--- src/rtl/wb_queue_axi.sv ---
// ---------------------------------------------------------------------------
// wb_queue_axi
//
// Write-back queue sitting between a cache and an AXI write channel. Dirty
// lines (cached) and single-word stores (uncached) are pushed into a small
// circular FIFO and drained one at a time as AXI write bursts. An entry stays
// in the FIFO, and stays visible to the probe port, until its write response
// has been accepted. This lets the cache detect reads of lines that are
// still in flight.
//
// Parameters
//   DEPTH       number of queue entries (power of two, 2..16)
//   LINE_WORDS  32-bit words per cache line (power of two, 1..64)
//
// Ports
//   clk, rstn           clock, asynchronous active-low reset
//   push, push_ready    enqueue handshake
//   push_addr           line address (cached) or byte address (uncached)
//   push_uncache        1 = single-word store, 0 = full-line write-back
//   push_strb           byte enables for uncached stores
//   push_line           line data, word 0 in bits [31:0]
//   aw*/w*/b*           AXI write address, data and response channels
//   probe_addr/hit      line-granular match against all pending entries
//   empty               nothing queued and the drain engine is idle
//   count               number of valid entries
// ---------------------------------------------------------------------------
module wb_queue_axi #(
    parameter int DEPTH      = 4,
    parameter int LINE_WORDS = 16
) (
    input  logic                      clk,
    input  logic                      rstn,

    input  logic                      push,
    output logic                      push_ready,
    input  logic [31:0]               push_addr,
    input  logic                      push_uncache,
    input  logic [3:0]                push_strb,
    input  logic [32*LINE_WORDS-1:0]  push_line,

    output logic                      awvalid,
    input  logic                      awready,
    output logic [31:0]               awaddr,
    output logic [7:0]                awlen,
    output logic [2:0]                awsize,

    output logic                      wvalid,
    input  logic                      wready,
    output logic [31:0]               wdata,
    output logic [3:0]                wstrb,
    output logic                      wlast,

    input  logic                      bvalid,
    output logic                      bready,

    input  logic [31:0]               probe_addr,
    output logic                      probe_hit,
    output logic                      empty,
    output logic [$clog2(DEPTH):0]    count
);

    localparam int          PTR_W     = $clog2(DEPTH);
    localparam int          CNT_W     = PTR_W + 1;
    localparam int          BEAT_W    = (LINE_WORDS > 1) ? $clog2(LINE_WORDS) : 1;
    localparam logic [31:0] LINE_MASK = 32'(LINE_WORDS * 4 - 1);
    localparam logic [7:0]  LINE_LEN  = 8'(LINE_WORDS - 1);

    typedef enum logic [1:0] {
        S_IDLE = 2'd0,
        S_AW   = 2'd1,
        S_W    = 2'd2,
        S_B    = 2'd3
    } state_t;

    // Entry storage; contents are written once on push and never touched again
    logic [31:0]              addr_mem [DEPTH];
    logic                     unc_mem  [DEPTH];
    logic [3:0]               strb_mem [DEPTH];
    logic [32*LINE_WORDS-1:0] line_mem [DEPTH];

    logic [DEPTH-1:0] valid_q;
    logic [PTR_W-1:0] wr_ptr;
    logic [PTR_W-1:0] rd_ptr;
    logic [CNT_W-1:0] count_q;
    logic [BEAT_W-1:0] beat_q;

    state_t state_q;
    state_t state_d;

    logic awvalid_q;
    logic wvalid_q;
    logic bready_q;

    logic push_fire;
    logic retire;
    logic last_beat;

    logic [31:0] head_addr;
    logic        head_unc;
    logic [3:0]  head_strb;
    logic [7:0]  head_len;

    // Advance a queue pointer, wrapping from the last slot back to slot 0
    function automatic logic [PTR_W-1:0] next_ptr(input logic [PTR_W-1:0] p);
        if (p == PTR_W'(DEPTH - 1)) begin
            return '0;
        end
        return p + PTR_W'(1);
    endfunction

    // The head entry retires on the B handshake. A retire frees a slot in
    // that same cycle, so a full queue can still accept a push alongside it.
    assign retire     = bready_q & bvalid;
    assign push_ready = (count_q != CNT_W'(DEPTH)) | retire;
    assign push_fire  = push & push_ready;

    // Fields of the entry currently being drained
    assign head_addr = addr_mem[rd_ptr];
    assign head_unc  = unc_mem[rd_ptr];
    assign head_strb = strb_mem[rd_ptr];
    assign head_len  = head_unc ? 8'd0 : LINE_LEN;

    // Cached lines are written as an aligned incrementing burst of full
    // words; uncached stores go out as one beat at the original byte address
    // so the slave sees the exact address the CPU issued.
    assign awvalid = awvalid_q;
    assign awaddr  = head_unc ? head_addr : (head_addr & ~LINE_MASK);
    assign awlen   = head_len;
    assign awsize  = 3'd2;

    // The beat counter picks the word from the stored line; for an uncached
    // entry it never leaves zero, so word 0 is the store data.
    assign last_beat = (8'(beat_q) == head_len);
    assign wvalid    = wvalid_q;
    assign wdata     = line_mem[rd_ptr][32*beat_q +: 32];
    assign wstrb     = head_unc ? head_strb : 4'hF;
    assign wlast     = wvalid_q & last_beat;

    assign bready = bready_q;
    assign count  = count_q;
    assign empty  = (count_q == '0) && (state_q == S_IDLE);

    // Probe compares every valid entry at line granularity. Uncached entries
    // use the same granularity so a store to any byte of a line is caught.
    // Valid bits are registered, so an entry pushed this cycle is not seen yet.
    always_comb begin
        probe_hit = 1'b0;
        for (int i = 0; i < DEPTH; i++) begin
            if (valid_q[i] && (((addr_mem[i] ^ probe_addr) & ~LINE_MASK) == 32'd0)) begin
                probe_hit = 1'b1;
            end
        end
    end

    // Drain sequencing: wait for work, send the address, stream the beats,
    // then wait for the response before touching the next entry. Only one
    // transaction is ever outstanding and entries leave in push order.
    always_comb begin
        state_d = state_q;
        case (state_q)
            S_IDLE: begin
                if (count_q != '0) begin
                    state_d = S_AW;
                end
            end
            S_AW: begin
                if (awvalid_q && awready) begin
                    state_d = S_W;
                end
            end
            S_W: begin
                if (wvalid_q && wready && last_beat) begin
                    state_d = S_B;
                end
            end
            S_B: begin
                if (bready_q && bvalid) begin
                    state_d = S_IDLE;
                end
            end
            default: begin
                state_d = S_IDLE;
            end
        endcase
    end

    // State register plus the channel valid/ready flops. The flops are
    // loaded from the next state so they line up exactly with the state they
    // belong to, and reset clears them immediately, abandoning any burst.
    always_ff @(posedge clk or negedge rstn) begin
        if (!rstn) begin
            state_q   <= S_IDLE;
            awvalid_q <= 1'b0;
            wvalid_q  <= 1'b0;
            bready_q  <= 1'b0;
        end else begin
            state_q   <= state_d;
            awvalid_q <= (state_d == S_AW);
            wvalid_q  <= (state_d == S_W);
            bready_q  <= (state_d == S_B);
        end
    end

    // Beat counter for the W channel. It moves only on an accepted beat and
    // returns to zero after the last one, ready for the next burst.
    always_ff @(posedge clk or negedge rstn) begin
        if (!rstn) begin
            beat_q <= '0;
        end else if ((state_q == S_W) && wvalid_q && wready) begin
            if (last_beat) begin
                beat_q <= '0;
            end else begin
                beat_q <= beat_q + BEAT_W'(1);
            end
        end
    end

    // Queue bookkeeping. Full and empty are told apart by the count rather
    // than pointer equality. When a retire and a push hit the same slot (full
    // queue), the push is applied last so the new entry is left valid.
    always_ff @(posedge clk or negedge rstn) begin
        if (!rstn) begin
            wr_ptr  <= '0;
            rd_ptr  <= '0;
            count_q <= '0;
            valid_q <= '0;
        end else begin
            if (retire) begin
                valid_q[rd_ptr] <= 1'b0;
                rd_ptr          <= next_ptr(rd_ptr);
            end
            if (push_fire) begin
                valid_q[wr_ptr] <= 1'b1;
                wr_ptr          <= next_ptr(wr_ptr);
            end
            case ({push_fire, retire})
                2'b10:   count_q <= count_q + CNT_W'(1);
                2'b01:   count_q <= count_q - CNT_W'(1);
                default: count_q <= count_q;
            endcase
        end
    end

    // Entry payload. This is plain storage with no reset; the valid bits
    // decide whether a slot means anything.
    always_ff @(posedge clk) begin
        if (push_fire) begin
            addr_mem[wr_ptr] <= push_addr;
            unc_mem[wr_ptr]  <= push_uncache;
            strb_mem[wr_ptr] <= push_strb;
            line_mem[wr_ptr] <= push_line;
        end
    end

endmodule
--- config.mk ---
export PLATFORM = sky130hd
export DESIGN_NAME = wb_queue_axi
export DESIGN_NICKNAME = d
export VERILOG_FILES = /design/src/rtl/wb_queue_axi.sv
export SDC_FILE = /design/constraint.sdc
export NUM_CORES = 2
export LEC_CHECK = 0
export ABC_AREA = 1
export CAP_MARGIN = 20
export CELL_PAD_IN_SITES_DETAIL_PLACEMENT = 1
export CELL_PAD_IN_SITES_GLOBAL_PLACEMENT = 1
export CORE_MARGIN = 3
export CORE_UTILIZATION = 47
export DETAILED_ROUTE_END_ITERATION = 10
export PLACE_DENSITY = 0.77
export SETUP_SLACK_MARGIN = 0.2
export SYNTH_ARGS = -nofsm -noshare
export SYNTH_HDL_FRONTEND = slang
export SYNTH_SLANG_ARGS = --single-unit
--- constraint.sdc ---
create_clock -name clk -period 33 [get_ports clk]
set_input_delay 9.9 -clock clk [delete_from_list [all_inputs] [get_ports clk]]
set_output_delay 9.9 -clock clk [all_outputs]
set_load 0.05 [all_outputs]
==> impl_metrics.tcl <==
set metrics [dict create \
    antenna_found_initial 159 \
    die-area_um2 197000 \
    grt_use_met2_pct 48.0 \
    areaGrowthSynthToFinish_pct 17.9 \
    worstHoldStart "valid_q[0]" \
    worst_slack_ns 10.73 \
    antenna_left 0 \
    vias 62852 \
    rrSetupSlack_ns 27.65 \
    drt-initial-drc-count 5177 \
    synth.area.top_cells "edfxtp_1 73%, nor2_1 8.4%, nand2_1 5.9%, o21ai_0 5.4%, buf_2 1.0%" \
    syn_inst 7826 \
    reg2reg_from "bready" \
    fin_nets 8961 \
    place_area_um2 98800 \
    clock-root-buffer "clkbuf_16" \
    grt_max_degree 205 \
    grt_busiest_layer "met2" \
    wl_mm 297 \
    startpoint_type "input pin" \
    io_buffers 662 \
    h-tree-depth 4 \
    p_seq_share_pct 37.2 \
    cts_resized 0 \
    whs_ns 0.547 \
    hold_violations 0 \
    maxSlewViolCount 0 \
    outcome "finished, final reports clean" \
    power.share.clock_pct 23.9 \
    fp.dieW_um 444 \
    maxCapViolations 0 \
    initial_core_util_pct 47.3 \
    period_share_pct 67.5 \
    tightest_slew_ns 1.13 \
    tns_ns 0 \
    cts_setup_buffers 0 \
    path_max_fanout 8 \
    hold_end "valid_q[0]" \
    firstDrtPassIters 5 \
    clock_latency_ns 0.87 \
    seq_area_um2 66500 \
    yosys.area.top_type_share_pct 73.1 \
    path_clk_slew_ns 0.06 \
    cts.sinks 2216 \
    wl_per_cell_um 26.6 \
    arrival_ns 12.37 \
    clock_skew_ns 0.0418 \
    grt_pass1_vias 64959 \
    drc 0 \
    grtUsageMet3_pct 5.45 \
    reg2reg_to "line_mem[3][193]" \
    pwr-share-comb_pct 38.9 \
    fp.coreArea_um2 191000 \
    multi_input_area_um2 21100 \
    use_met1_pct 36.5 \
    cts_tree "built" \
    rows 160 \
    clock.fmax_mhz 44.9 \
    synthesis.area_um2 90200 \
    preCtsSetupSlack_ns 10.71 \
    rr_worst_depth 8 \
    synthFlopType "edfxtp_1" \
    min_delay_path_depth 2 \
    setup_viol_count_final 0 \
    hold_path.class "register to register" \
    fin_area_um2 106000 \
    ys_types 32 \
    ys_seq_area_share_pct 73.6 \
    p_sw_share_pct 41.5 \
    critPathCaptureType "primary output" \
    slew_headroom_pct 24.9 \
    ctsHoldBuffers 0 \
    synthArstFlopShare_pct 0.903 \
    p_per_area_nw_per_um2 97.9 \
    globalplace.congestion 0.884 \
    grtUsageTotal_pct 29.4 \
    die_h_um 444 \
    synth_top_area_cell "edfxtp_1" \
    fillers 19637 \
    yosysWarnings 0 \
    viasPerCell 5.62 \
    p_int_mw 6.08 \
    syn_avg_cell_area_um2 11.5 \
    cts_buffers 226 \
    synth-seq-cells 2216 \
    synth_edf_count 2196 \
    clock_path_buffers 3 \
    grt_pass1_wl_mm 427 \
    io_pins 676 \
    path_class "input pin to primary output" \
    crit_path_start "probe_addr[17]" \
    cp.required_ns 23.10 \
    fin_crit_ns 22.27 \
    vdd_drop_max_mv 0.0738 \
    p_leak_nw 37.9 \
    p_sw_mw 4.32 \
    rsz0062_at_grt "no" \
    drive_above_1_share_pct 4.85 \
    overflow 0 \
    hpwlAfterDp_mm 186 \
]
-- cell usage in the layout, fill, tap and decap left out, types with 3 or more instances in the layout --
master	n
buf_4	82
o22ai_1	76
o221ai_1	4
diode_2	120
xnor2_1	17
clkbuf_16	227
nand3_1	156
edfxtp_1	2196
clkinv_1	50
clkinv_2	40
a21oi_1	111
clkbuf_1	66
ha_1	10
xor2_1	34
bufinv_16	16
o21ai_1	120
clkinv_16	6
inv_1	169
conb_1	7
nor2_1	2016
buf_12	10
inv_16	5
clkdlybuf4s50_1	662
nand2_1	1430
dfrtp_1	16
o21ai_0	976
clkinvlp_4	3
nor2_4	7
nor3_1	7
nand4_1	9
clkinv_8	3
-- layer usage --
metal	vias up	share of wire [%]	wire (um)
li1	28143	-	-
met1	31990	39	115000
met3	640	6.0	17900
met2	2039	48	144000
met4	40	6.6	19800
met5	-	0.10	301
-- Yosys cell counts (4+ instances only) --
cell / number
dfrtp_1: 20
nor2_1: 2023
nor3_1: 7
edfxtp_1: 2196
o221ai_1: 4
o21ai_1: 120
nand3_1: 156
clkbuf_1: 195
buf_2: 185
buf_4: 20
xor2_1: 34
ha_1: 10
nand2_1: 1430
nand4_1: 9
inv_1: 171
a21oi_1: 111
o21ai_0: 976
xnor2_1: 17
o22ai_1: 76
buf_6: 10
buf_1: 39
-- per-stage QoR --
stage	power, mW	util, %	instances
after global routing	10.9	55.7	11149
after CTS	10.4	55.6	11062
final	10.4	55.8	11183
after floorplan	6.81	-	7831
after detailed placement	7.93	51.9	10645
after global placement	7.76	51.9	10645
-- power groups by stage --
stage               clock (mW)  sequential, mW  combinational (mW)
global route              2.63            3.91                4.37
detailed placement           0            3.93                4.01
CTS                       2.52            3.87                4.05
finish                    2.49            3.87                4.05
floorplan                    0            4.41                2.40
global placement             0            3.89                3.87
-- flip-flops by register name, summed over array words and instances (netlist names) --
name,cells
line_mem,2048
addr_mem,128
strb_mem,16
beat_q,4
unc_mem,4
valid_q,4
count,3
rd_ptr,2
state_q,2
wr_ptr,2
awvalid,1
bready,1
wvalid,1
-- kinds of logic after synthesis --
| family | synth area share [%] |
|---|---|
| simple gates | 15.3 |
| other cells | 0.00832 |
| flops | 73.6 |
| buf+inv | 3.03 |
| xor+xnor | 0.495 |
| fa+ha+maj | 0.161 |
| compound gates | 7.31 |
-- worst max-delay path by stage --
stage                     cells past startpoint  slack [ns]             end
final                                        12       10.73       probe_hit
after global routing                         12       10.60       probe_hit
after CTS                                    12       10.69       probe_hit
after detailed placement                     12       10.71       probe_hit
after global placement                       12       10.66       probe_hit
after floorplan                               5       -2.00  addr_mem[0][0]
-- layout make-up --
cell class              count  area share (%)
diodes                    120           0.282
clock buffers             295            5.60
clock inverters           122            1.14
inverters                 175           0.645
multi-input cells        4989            19.9
flip-flops and latches   2216            62.5
well taps                2511            2.95
repair buffers            755            7.02
-- critical path: stages --
cell	delay (ns)
clkdlybuf4s50_1	0.46
inv_1	0.17
nand2_1	0.12
o21ai_0	0.11
nor2_1	0.21
nand2_1	0.08
nor2_1	0.17
nand2_1	0.10
nor2_1	0.11
nor2_1	0.05
nand2_1	0.08
clkdlybuf4s50_1	0.80
No activity file was read; power rests on OpenSTA's default activity.
